===== src/rtl/instr_fetch_unit.sv =====
// 6502 instruction fetch: reads opcode plus 0-2 operand bytes, decodes the
// addressing mode and length, and hands the bundle downstream via valid/ack.
//
// state    | meaning
// ---------+-------------------------------------------------------------
// IDLE     | no fetch in progress, waiting for fetch_en
// FETCH_OP | reading the opcode byte at pc
// FETCH_LO | reading the first operand byte
// FETCH_HI | reading the second operand byte
// VALID    | bundle presented, waiting for instr_ack
// ERROR    | memory never answered; held until pc_load or reset
module instr_fetch_unit #(
    parameter logic [15:0] RESET_PC     = 16'h0200,
    parameter int          WAIT_TIMEOUT = 0
) (
    input  logic        clk,
    input  logic        reset_n,
    input  logic        fetch_en,
    input  logic        pc_load,
    input  logic [15:0] pc_in,
    output logic [15:0] mem_addr,
    output logic        mem_rd,
    input  logic [7:0]  mem_rdata,
    input  logic        mem_ready,
    output logic [7:0]  opcode,
    output logic [7:0]  operand_lo,
    output logic [7:0]  operand_hi,
    output logic [3:0]  addr_mode,
    output logic [1:0]  instr_len,
    output logic [15:0] instr_pc,
    output logic [15:0] pc_next,
    output logic        instr_valid,
    input  logic        instr_ack,
    output logic        bus_error
);

    typedef enum logic [2:0] {
        IDLE, FETCH_OP, FETCH_LO, FETCH_HI, VALID, ERROR
    } state_t;

    localparam logic [3:0] M_IMM  = 4'd0,  M_ZP   = 4'd1,  M_ZPX  = 4'd2;
    localparam logic [3:0] M_ZPY  = 4'd3,  M_ABS  = 4'd4,  M_ABSX = 4'd5;
    localparam logic [3:0] M_ABSY = 4'd6,  M_IND  = 4'd7,  M_INDX = 4'd8;
    localparam logic [3:0] M_INDY = 4'd9,  M_REL  = 4'd10, M_ACC  = 4'd11;
    localparam logic [3:0] M_IMPL = 4'd12;

    // Wait timer is a down-counter: loaded with WAIT_TIMEOUT-1, expires at zero.
    localparam int            CW        = (WAIT_TIMEOUT > 1) ? $clog2(WAIT_TIMEOUT) : 1;
    localparam logic [CW-1:0] WAIT_LOAD = CW'((WAIT_TIMEOUT > 0) ? WAIT_TIMEOUT - 1 : 0);

    state_t        state;
    logic [15:0]   pc;
    logic [CW-1:0] wait_cnt;
    logic [3:0]    dec_mode;
    logic [1:0]    dec_len;
    logic          fetching;
    logic          timed_out;

    function automatic logic [3:0] decode_mode(input logic [7:0] op);
        logic [2:0] bbb;
        logic [1:0] cc;
        bbb = op[4:2];
        cc  = op[1:0];
        decode_mode = M_IMPL;
        case (cc)
            2'b01: begin
                case (bbb)
                    3'd0: decode_mode = M_INDX;
                    3'd1: decode_mode = M_ZP;
                    3'd2: decode_mode = M_IMM;
                    3'd3: decode_mode = M_ABS;
                    3'd4: decode_mode = M_INDY;
                    3'd5: decode_mode = M_ZPX;
                    3'd6: decode_mode = M_ABSY;
                    default: decode_mode = M_ABSX;
                endcase
            end
            2'b10: begin
                case (bbb)
                    3'd0: decode_mode = M_IMM;
                    3'd1: decode_mode = M_ZP;
                    3'd2: decode_mode = op[7] ? M_IMPL : M_ACC;
                    3'd3: decode_mode = M_ABS;
                    3'd5: decode_mode = (op == 8'h96 || op == 8'hB6) ? M_ZPY : M_ZPX;
                    3'd7: decode_mode = (op == 8'hBE) ? M_ABSY : M_ABSX;
                    default: decode_mode = M_IMPL;
                endcase
            end
            2'b00: begin
                case (bbb)
                    3'd0: begin
                        if (op == 8'h20)
                            decode_mode = M_ABS;
                        else if (op == 8'h00 || op == 8'h40 || op == 8'h60)
                            decode_mode = M_IMPL;
                        else
                            decode_mode = M_IMM;
                    end
                    3'd1: decode_mode = M_ZP;
                    3'd3: decode_mode = (op == 8'h6C) ? M_IND : M_ABS;
                    3'd4: decode_mode = M_REL;
                    3'd5: decode_mode = M_ZPX;
                    3'd7: decode_mode = M_ABSX;
                    default: decode_mode = M_IMPL;
                endcase
            end
            default: decode_mode = M_IMPL;
        endcase
    endfunction

    function automatic logic [1:0] mode_len(input logic [3:0] mode);
        case (mode)
            M_ABS, M_ABSX, M_ABSY, M_IND: mode_len = 2'd3;
            M_ACC, M_IMPL:                mode_len = 2'd1;
            default:                      mode_len = 2'd2;
        endcase
    endfunction

    always_comb begin
        dec_mode = decode_mode(mem_rdata);
        dec_len  = mode_len(dec_mode);
    end

    assign fetching  = (state == FETCH_OP) || (state == FETCH_LO) || (state == FETCH_HI);
    assign timed_out = (WAIT_TIMEOUT > 0) && (wait_cnt == '0);
    assign mem_addr  = pc;

    always_ff @(posedge clk or negedge reset_n) begin
        if (!reset_n) begin
            state       <= IDLE;
            pc          <= RESET_PC;
            wait_cnt    <= WAIT_LOAD;
            mem_rd      <= 1'b0;
            instr_valid <= 1'b0;
            bus_error   <= 1'b0;
            opcode      <= 8'h00;
            operand_lo  <= 8'h00;
            operand_hi  <= 8'h00;
            instr_pc    <= 16'h0000;
            pc_next     <= 16'h0000;
            addr_mode   <= M_IMPL;
            instr_len   <= 2'd1;
        end else if (pc_load) begin
            // Redirect abandons any in-flight read and any pending bundle.
            state       <= IDLE;
            pc          <= pc_in;
            wait_cnt    <= WAIT_LOAD;
            mem_rd      <= 1'b0;
            instr_valid <= 1'b0;
            bus_error   <= 1'b0;
        end else begin
            if (!fetching || mem_ready)
                wait_cnt <= WAIT_LOAD;
            else if (wait_cnt != '0)
                wait_cnt <= wait_cnt - CW'(1);

            if (fetching && mem_ready)
                pc <= pc + 16'd1;

            case (state)
                IDLE: begin
                    if (fetch_en) begin
                        state    <= FETCH_OP;
                        instr_pc <= pc;
                        mem_rd   <= 1'b1;
                    end
                end
                FETCH_OP: begin
                    if (mem_ready) begin
                        opcode     <= mem_rdata;
                        addr_mode  <= dec_mode;
                        instr_len  <= dec_len;
                        pc_next    <= instr_pc + 16'(dec_len);
                        operand_lo <= 8'h00;
                        operand_hi <= 8'h00;
                        if (dec_len == 2'd1) begin
                            state       <= VALID;
                            instr_valid <= 1'b1;
                            mem_rd      <= 1'b0;
                        end else begin
                            state <= FETCH_LO;
                        end
                    end else if (timed_out) begin
                        state     <= ERROR;
                        mem_rd    <= 1'b0;
                        bus_error <= 1'b1;
                    end
                end
                FETCH_LO: begin
                    if (mem_ready) begin
                        operand_lo <= mem_rdata;
                        if (instr_len == 2'd2) begin
                            state       <= VALID;
                            instr_valid <= 1'b1;
                            mem_rd      <= 1'b0;
                        end else begin
                            state <= FETCH_HI;
                        end
                    end else if (timed_out) begin
                        state     <= ERROR;
                        mem_rd    <= 1'b0;
                        bus_error <= 1'b1;
                    end
                end
                FETCH_HI: begin
                    if (mem_ready) begin
                        operand_hi  <= mem_rdata;
                        state       <= VALID;
                        instr_valid <= 1'b1;
                        mem_rd      <= 1'b0;
                    end else if (timed_out) begin
                        state     <= ERROR;
                        mem_rd    <= 1'b0;
                        bus_error <= 1'b1;
                    end
                end
                VALID: begin
                    if (instr_ack) begin
                        instr_valid <= 1'b0;
                        if (fetch_en) begin
                            state    <= FETCH_OP;
                            instr_pc <= pc;
                            mem_rd   <= 1'b1;
                        end else begin
                            state <= IDLE;
                        end
                    end
                end
                ERROR: begin
                    mem_rd <= 1'b0;
                end
                default: state <= IDLE;
            endcase
        end
    end

endmodule


===== config.mk =====
export PLATFORM = sky130hd
export DESIGN_NAME = instr_fetch_unit
export DESIGN_NICKNAME = d
export VERILOG_FILES = /design/src/rtl/instr_fetch_unit.sv
export SDC_FILE = /design/constraint.sdc
export NUM_CORES = 1
export LEC_CHECK = 0
export CAP_MARGIN = 30
export CORE_MARGIN = 2
export CORE_UTILIZATION = 44
export DETAILED_ROUTE_END_ITERATION = 16
export GPL_ROUTABILITY_DRIVEN = 0
export PLACE_DENSITY_LB_ADDON = 0.25
export SYNTH_ARGS = -nofsm -noshare
export SYNTH_HDL_FRONTEND = slang
export SYNTH_SLANG_ARGS = --single-unit
export TNS_END_PERCENT = 10

===== constraint.sdc =====
create_clock -name clk -period 1.7 [get_ports clk]
set_input_delay 0.34 -clock clk [delete_from_list [all_inputs] [get_ports clk]]
set_output_delay 0.34 -clock clk [all_outputs]
set_load 0.1 [all_outputs]

; ---- Word level (Yosys, flattened, before mapping)
; Cells that the tools add are included.
[word_totals]
inputBits = 30
regBits = 83
output_inout_bits = 81
[op_classes]
muxes = 47
reduce_logical = 25
n_eq_ne = 41
add_sub_neg = 2
bitwise_logic = 1
[op_table]
columns = operator, count
row1 = $mux 16, 4
row2 = $pmux 4 s6, 2
row3 = $pmux 16 s2, 1
row4 = $pmux 8 s2, 2
row5 = $pmux 4 s7, 1
row6 = $mux 3, 9
row7 = $eq 8x7->1 const B, 3
row8 = $eq 8x8->1 const B, 3
row9 = $eq 3x3->1 const B, 6
row10 = $pmux 3 s6, 1
row11 = $mux 1, 17
row12 = $add 16x1->16 const B, 1
row13 = $add 16x2->16, 1
row14 = $eq 4x3->1 const B, 4
row15 = $mux 8, 2
row16 = $ne 3x3->1 const B, 5
row17 = $reduce_and 7->1, 2
row18 = $eq 3x2->1 const B, 4
row19 = $pmux 4 s3, 1
row20 = $ne 2x2->1 const B, 5
row21 = $eq 4x4->1 const B, 2
row22 = $eq 8x6->1 const B, 1
row23 = $logic_not 8->1, 1
row24 = $mux 4, 2
row25 = other kinds (21), 36

; ---- Depth between registers and ports, before layout
; Gate-level depths: netlist (run 1).
[depth]
ltp_word = 15
ltp_mapped = 15
depth_no_buf = 13

; ---- Least setup slack after synthesis (run 1)
; No wires, ideal clock.
[synth_path]
path_kind = input-to-reg
start = input mem_rdata[7]
end = register pc_next[7]
arrival_ns = 2.827
path_stages = 15
slack_ns = -1.210
path_buffers = 2
setup_time_ns = 0.083
cell_sequence = buf_4 -> and3b_1 -> o221ai_1 -> and4b_1 -> o211ai_2 -> a21oi_1 -> inv_1 -> ha_1 -> a21oi_1 -> nor2b_1 -> and2_1 -> clkbuf_1 -> nand4_1 -> xor2_1 -> o21ai_0
[synth_between]
elab_chain_cells = 11
word_cells_on_any_way = 30
[synth_lines]
columns = item, line
row1 = from (decl), 23  ; input logic [7:0] mem_rdata,
row2 = $eq 8x7->1 or $logic_not 8->1 (tied branches), 94  ; else if (op == 8'h00 || op == 8'h40 || op == 8'h60)
row3 = $logic_or 1x1->1 (2 in a row), 94
row4 = $mux 4, 94
row5 = $mux 4, 92  ; if (op == 8'h20)
row6 = $pmux 4 s6, 90  ; case (bbb)
row7 = $pmux 4 s3 *, 65  ; case (cc)
row8 = $eq 4x3->1 or $eq 4x4->1 (tied branches), 112  ; case (mode)
row9 = $reduce_or 4->1 or $reduce_or 2->1 (tied branches), 112
row10 = $pmux 2 s2 *, 112
row11 = via dec_len[1], 55  ; logic [1:0] dec_len;
row12 = $add 16x2->16 *, 173  ; pc_next <= instr_pc + 16'(dec_len);
row13 = to (signal assigned), 173
row14 = to (decl), 31  ; output logic [15:0] pc_next,
; Mark *: on every way through the listed nets, which the timed path passes. The rest lies on a longest branch.
; A chain may end at the register's enable or synchronous reset.

; ---- Worst setup path after layout (run 1)
[layout_path]
start = input mem_rdata[7]
end = register pc_next[12]
; The elaborated chain is that of the path after synthesis.

==> flow_metrics.env, run 1 <==
export IMPL_syn_nets=457
export IMPL_io_pins=111
export IMPL_initial_core_util_pct=45.0
export IMPL_port_buffers=109
export IMPL_clock_skew_ns=0.00984
export IMPL_cts_tree="built"
export IMPL_maxCapViolCount=0
export IMPL_cts_made_buffers=9
export IMPL_drcViolationCount=0
export IMPL_dieArea_um2=10200
export IMPL_rows=35
export IMPL_final_area_um2=7280
export IMPL_slew_viol_final=0
export IMPL_muxShareOfSynthArea_pct=4.84
export IMPL_root_buffer="clkbuf_8"
export IMPL_arrival_ns=2.93
export IMPL_synth_distinct_cells=57
export IMPL_finalWorstSetupSlack_ns=-0.960
export IMPL_setup_viol=21
export IMPL_yosysWarnings=0
export IMPL_antenna_found_initial=0
export IMPL_cp_slowest_cell="fa_2"
export IMPL_grt_busiest_layer="met2"
export IMPL_grt_util_met3_pct=6.24
export IMPL_reg2reg_from="instr_pc[0]$_DFFE_PN0P_"
export IMPL_hold_buffers=0
export IMPL_crit_path_end_kind="flip-flop"
export IMPL_min_period_ns=2.66
export IMPL_drt_total_wl_mm=13.7
export IMPL_cts_max_level=3
export IMPL_crit_chain="buf_8 -> buf_4 -> nor4_1 -> a221o_1 -> o211ai_2 -> o21ai_2 -> ha_2 -> inv_2 -> fa_2 -> nor2_4 -> nand3_2 -> xor2_1 -> o21ai_1"
export IMPL_synthAdderAreaFrac_pct=1.39
export IMPL_critical_path_required_ns=1.97
export IMPL_crit_buf_inv=3
export IMPL_use_met2_pct=44.2
export IMPL_clock_latency_ns=0.36
export IMPL_drive_above_1_share_pct=43.8
export IMPL_cp_top_family="compound AO/OA/AOI/OAI gates"
export IMPL_first_pass_iters=5
export IMPL_via_per_inst=5.51
export IMPL_synth_edf_count=0
export IMPL_grt_pass1_vias=4187
export IMPL_clock_sinks=83
export IMPL_whs_ns=-0.0000686
export IMPL_grt_max_degree=84
export IMPL_die_h_um=101
export IMPL_yosys_most_used_dff="dfrtp_1"
export IMPL_fill_cells=537
export IMPL_fin_tns_setup_ns=-13.17
export IMPL_yosys_area_share_xor_xnor_pct=6.35
export IMPL_rsz0062_at_grt="true"
export IMPL_ys_ff_latch=83
export IMPL_syn_inst=423
export IMPL_grt_use_total_pct=26.0
export IMPL_dp_hpwl_mm=8.58
export IMPL_grt_pass1_wl_mm=20.8
export IMPL_multi_input_area_um2=2130
export IMPL_die_x_um=101
export IMPL_clkTransAtPathRegs_ns=0.08
export IMPL_synth_top_area_share_pct=47.8
export IMPL_vias=4004
export IMPL_period_share_pct=156
export IMPL_path_max_fanout=6
export IMPL_nets=645
export IMPL_synth_compound_area_share_pct=12.8
export IMPL_fmax_mhz=376
export IMPL_synth_largest_area_cell="dfrtp_1"
export IMPL_met1_usage_pct=32.4
export IMPL_num_antenna_cells=0
export IMPL_slowest_delay_ns=0.39
export IMPL_hp_class="input pin to asynchronous set/reset pin"
export IMPL_synthTopCellsByArea="dfrtp_1, nand2_1, o21ai_0, xor2_1, mux2_2"
export IMPL_synth_top_family_by_area="simple AND/OR/NAND/NOR gates"
export IMPL_yosysSeqAreaShare_pct=50.3
export IMPL_syn_avg_cell_area_um2=9.78
export IMPL_dpl_cell_area_um2=6630
export IMPL_status="finished, violations left"
export IMPL_crit_start="mem_rdata[7]"
export IMPL_drt_wirelength_per_cell_um=18.8
export IMPL_clk_path_buf_depth=2
export IMPL_finalHoldViolations=1
export IMPL_seq_area_um2=2080
export IMPL_area_delta_synth_final_pct=76.0
export IMPL_netlist_area_um2=4140
export IMPL_grt_ovfl_total=0
export IMPL_worstSetupStartpointType="input pin"
export IMPL_async_flop_share_pct=100
export IMPL_violations="negative hold slack, negative setup slack"
export IMPL_coreArea_um2=9200
export IMPL_synth_simple_area_share_pct=20.1
export IMPL_path_class="input pin to flip-flop"
export IMPL_antenna_left=0
export IMPL_first_iter_violations=235
==> through the flow <==
| stage | hold WS, ns | cells | worst slack (ns) | util (%) |
|---|---|---|---|---|
| 6_report | -0.0000686 | 727 | -0.960 | 79.1 |
| 4_1_cts | 0.0206 | 722 | -0.725 | 76.7 |
| 2_1_floorplan | 0.0444 | 423 | -1.01 | - |
| 3_5_place_dp | 0.405 | 689 | -1.72 | 72.1 |
| 3_3_place_gp | 0.400 | 689 | -1.52 | 72.1 |
| 5_1_grt | 0.0343 | 727 | -1.07 | 79.1 |
==> worst paths after layout <==
check	to	slack, ns	cells after the start
worst max-delay path	pc_next[12]$_DFFE_PN0P_	-0.96	13
worst min-delay path	pc_next[5]$_DFFE_PN0P_	-0.00007	2
worst max register to register	pc_next[12]$_DFFE_PN0P_	-0.07	7
worst min register to register	addr_mode[2]$_DFFE_PN1P_	0.51	2
max in group asynchronous	mem_addr[9]$_DFFE_PN1P_	1.34	2
min in group clk	operand_lo[6]$_DFFE_PN0P_	0.31	3
==> cells by family (layout without fill, tap and decap cells) <==
group,count (synthesis),in the layout
xor+xnor,30,30
buf+inv,39,232
fa+ha+maj,4,4
flops,83,83
compound gates,80,80
simple gates,168,168
other cells,1,1
mux,18,18
==> flip-flops by register name, indices dropped and copies added (netlist names) <==
signal       count
pc_next         16
addr_mode        4
state            3
operand_hi       8
instr_pc        16
instr_len        2
opcode           8
mem_addr        16
mem_rd           1
operand_lo       8
instr_valid      1
==> cells in the mapped netlist (all sizes together) (2+ instances only) <==
library cell and n:
a211o 3, a211oi 3, a21oi 7, a221oi 3
a22o 8, a311oi 2, and2 3, and3 6
and3b 3, and4 2, buf 10, clkbuf 15
dfrtp 79, dfstp 4, ha 3, inv 14
mux2 16, mux2i 2, nand2 89, nand2b 5
nand3 22, nand3b 3, nand4 5, nand4b 2
nor2 16, nor2b 3, nor3b 2, nor4 3
o211ai 3, o21ai 44, o41ai 2, xnor2 7
xor2 23
==> what timing repair did <==
item | in CTS | in global routing
cloned | 1 | 0
setup endpoints to repair | 28 | 45
resized for setup | 76 | 49
setup buffers | 16 | 5
pin swaps | 24 | 19
==> final cells by class <==
cell class                 count  area share, %
inverter                      14          0.808
multi-input combinational    301           29.3
timing repair buffer         202           36.7
sequential                    83           28.6
tap                          111           1.91
clock buffer                  12           1.99
clock inverter                 4          0.688
==> layout by cell type (no fill, tap or decap), drive strengths merged, types with 13 or more instances in the layout <==
master,instances
buf,181
clkdlybuf4s50,19
dfrtp,79
inv,13
mux2,16
nand2,89
nand3,22
nor2,16
o21ai,44
xor2,23
==> metal layers <==
metal  vias up  share of wire, %
met4         0               2.8
li1       1830                 -
met5         -                 0
met3        39               5.9
met2       164                52
met1      1971                39
Power of run 1 is left out: the tool's default activity adds up to more than one toggle a clock period on the data nets, which glitch-free logic cannot reach.
==> run 2: changes to the inputs <==
Settings changed: MAX_ROUTING_LAYER set to met4, TNS_END_PERCENT 10 to 1.
==> run 2 against run 1 <==
Against the previous run:
- fmax increased by 6.1%
- final cell count decreased by 1.5%
- the run ends with negative setup slack left
- die area did not move
- global-route usage up 0.69 points
- worst hold slack improved by 0.31 ns
- critical path type unchanged
- register-to-register slack got worse by 0.02 ns
==> flow_metrics.env, run 2 (synthesized netlist as in run 1, its figures left out) <==
export IMPL_status="finished, violations left"
export IMPL_violations="negative setup slack"
export IMPL_antenna_found_initial=0
export IMPL_fin_tns_setup_ns=-12.26
export IMPL_final_common_cell="nand2_1"
export IMPL_drive_above_1_share_pct=42.3
export IMPL_cts_max_level=3
export IMPL_period_share_pct=148
export IMPL_cts_made_buffers=9
export IMPL_clkTransAtPathRegs_ns=0.09
export IMPL_setup_viol=22
export IMPL_critical_path_required_ns=1.96
export IMPL_drcViolationCount=0
export IMPL_drt_wirelength_per_cell_um=18.7
export IMPL_final_cell_mix="nand2_1, buf_12, dfrtp_1, buf_4, o21ai_0"
export IMPL_fmax_mhz=399
export IMPL_slew_viol_final=0
export IMPL_dp_hpwl_mm=8.97
export IMPL_via_per_inst=5.59
export IMPL_clock_skew_ns=0.0198
export IMPL_rsz0062_at_grt="true"
export IMPL_arrival_ns=2.77
export IMPL_initial_core_util_pct=45.0
export IMPL_final_area_um2=7220
export IMPL_area_delta_synth_final_pct=74.6
export IMPL_worstSetupStartpointType="input pin"
export IMPL_vias=3999
export IMPL_grt_use_total_pct=26.7
export IMPL_drt_total_wl_mm=13.4
export IMPL_dpl_cell_area_um2=6620
export IMPL_hp_class="input pin to flip-flop"
export IMPL_grt_pass1_vias=4005
export IMPL_final_cells=716
export IMPL_grt_pass1_wl_mm=20.5
export IMPL_rows=35
export IMPL_antenna_left=0
export IMPL_dieArea_um2=10200
export IMPL_dp_cells=687
export IMPL_first_iter_violations=168
export IMPL_maxCapViolCount=0
export IMPL_seq_area_um2=2080
export IMPL_grt_max_degree=49
export IMPL_finalWorstSetupSlack_ns=-0.808
export IMPL_finalHoldViolations=0
export IMPL_die_x_um=101
export IMPL_num_antenna_cells=0
export IMPL_root_buffer="clkbuf_8"
export IMPL_crit_path_end_kind="flip-flop"
export IMPL_port_buffers=109
export IMPL_clk_path_buf_depth=2
export IMPL_first_pass_iters=6
export IMPL_grt_ovfl_total=0
export IMPL_path_max_fanout=9
export IMPL_coreArea_um2=9200
export IMPL_clock_latency_ns=0.37
export IMPL_path_class="input pin to flip-flop"
export IMPL_fill_cells=527
export IMPL_cts_tree="built"
export IMPL_die_h_um=101
export IMPL_clock_sinks=83
export IMPL_multi_input_area_um2=2080
export IMPL_nets=634
export IMPL_min_period_ns=2.51
export IMPL_io_pins=111
-- run 2: changes by cell type in the layout (fill, tap and decap cells not counted), moves of 2 or more --
| cell | delta |
|---|---|
| bufinv_16 | +2 |
| nor4_4 | +2 |
| a21oi_1 | -2 |
| buf_4 | -12 |
| xor2_1 | +2 |
| inv_2 | +2 |
| o21ai_2 | -2 |
| o41ai_4 | -2 |
| a21oi_2 | +3 |
| o41ai_2 | +2 |
| xor2_2 | -2 |
| buf_12 | +2 |
| clkinvlp_4 | -3 |
-- run 2: worst max-delay path: stages --
cell and delay [ns]:
buf_6 0.11, buf_8 0.14, nor4_4 0.27, a21oi_2 0.05, nor2_1 0.27, a221oi_2 0.13
buf_4 0.17, o21ai_2 0.07, ha_2 0.22, inv_2 0.04, fa_2 0.36, nor2_4 0.19
nand3_2 0.11, xor2_1 0.21, o21ai_1 0.08
-- run 2: through the flow --
stage	utilization [%]	hold slack [ns]	setup WS [ns]
floorplan	-	0.0444	-1.01
global placement	72.0	0.334	-1.53
detailed placement	72.0	0.339	-1.88
CTS	76.5	0.304	-0.698
global route	78.5	0.326	-0.916
finish	78.5	0.312	-0.808
-- run 2: final timing paths --
check	slack, ns	start	cells past startpoint	to
worst max-delay path	-0.81	mem_rdata[4]	15	pc_next[14]$_DFFE_PN0P_
worst min-delay path	0.31	mem_rdata[6]	4	opcode[6]$_DFFE_PN0P_
worst max register to register	-0.09	state[2]$_DFFE_PN0P_	7	state[1]$_DFFE_PN0P_
worst min register to register	0.53	operand_hi[5]$_DFFE_PN0P_	2	operand_hi[5]$_DFFE_PN0P_
max in group asynchronous	0.70	reset_n	3	instr_pc[2]$_DFFE_PN0P_
min in group asynchronous	0.48	reset_n	2	pc_next[15]$_DFFE_PN0P_
-- run 2: metal layers --
metal	vias to the layer above	wire length (µm)	track usage (%)
li1	1809	-	-
met1	1962	5150	33.2
met2	183	7040	45.0
met3	45	690	3.12
met4	0	508	9.88
met5	-	0	-
-- run 2: cell type report --
type	instances	share of cell area (%)
Clock buffer	12	2.01
Clock inverter	4	1.37
Inverter	14	0.762
Multi-Input combinational cell	301	28.8
Sequential cell	83	28.9
Tap cell	111	1.92
Timing Repair Buffer	191	36.3
-- run 2: what timing repair did --
item	4_1_cts	5_1_grt
hold endpoints to repair	27	0
hold buffers	1	0
setup endpoints to repair	25	44
pin swaps	18	19
gates resized for setup	73	54
buffers inserted	7	5
Power of run 2 is left out for the same reason.
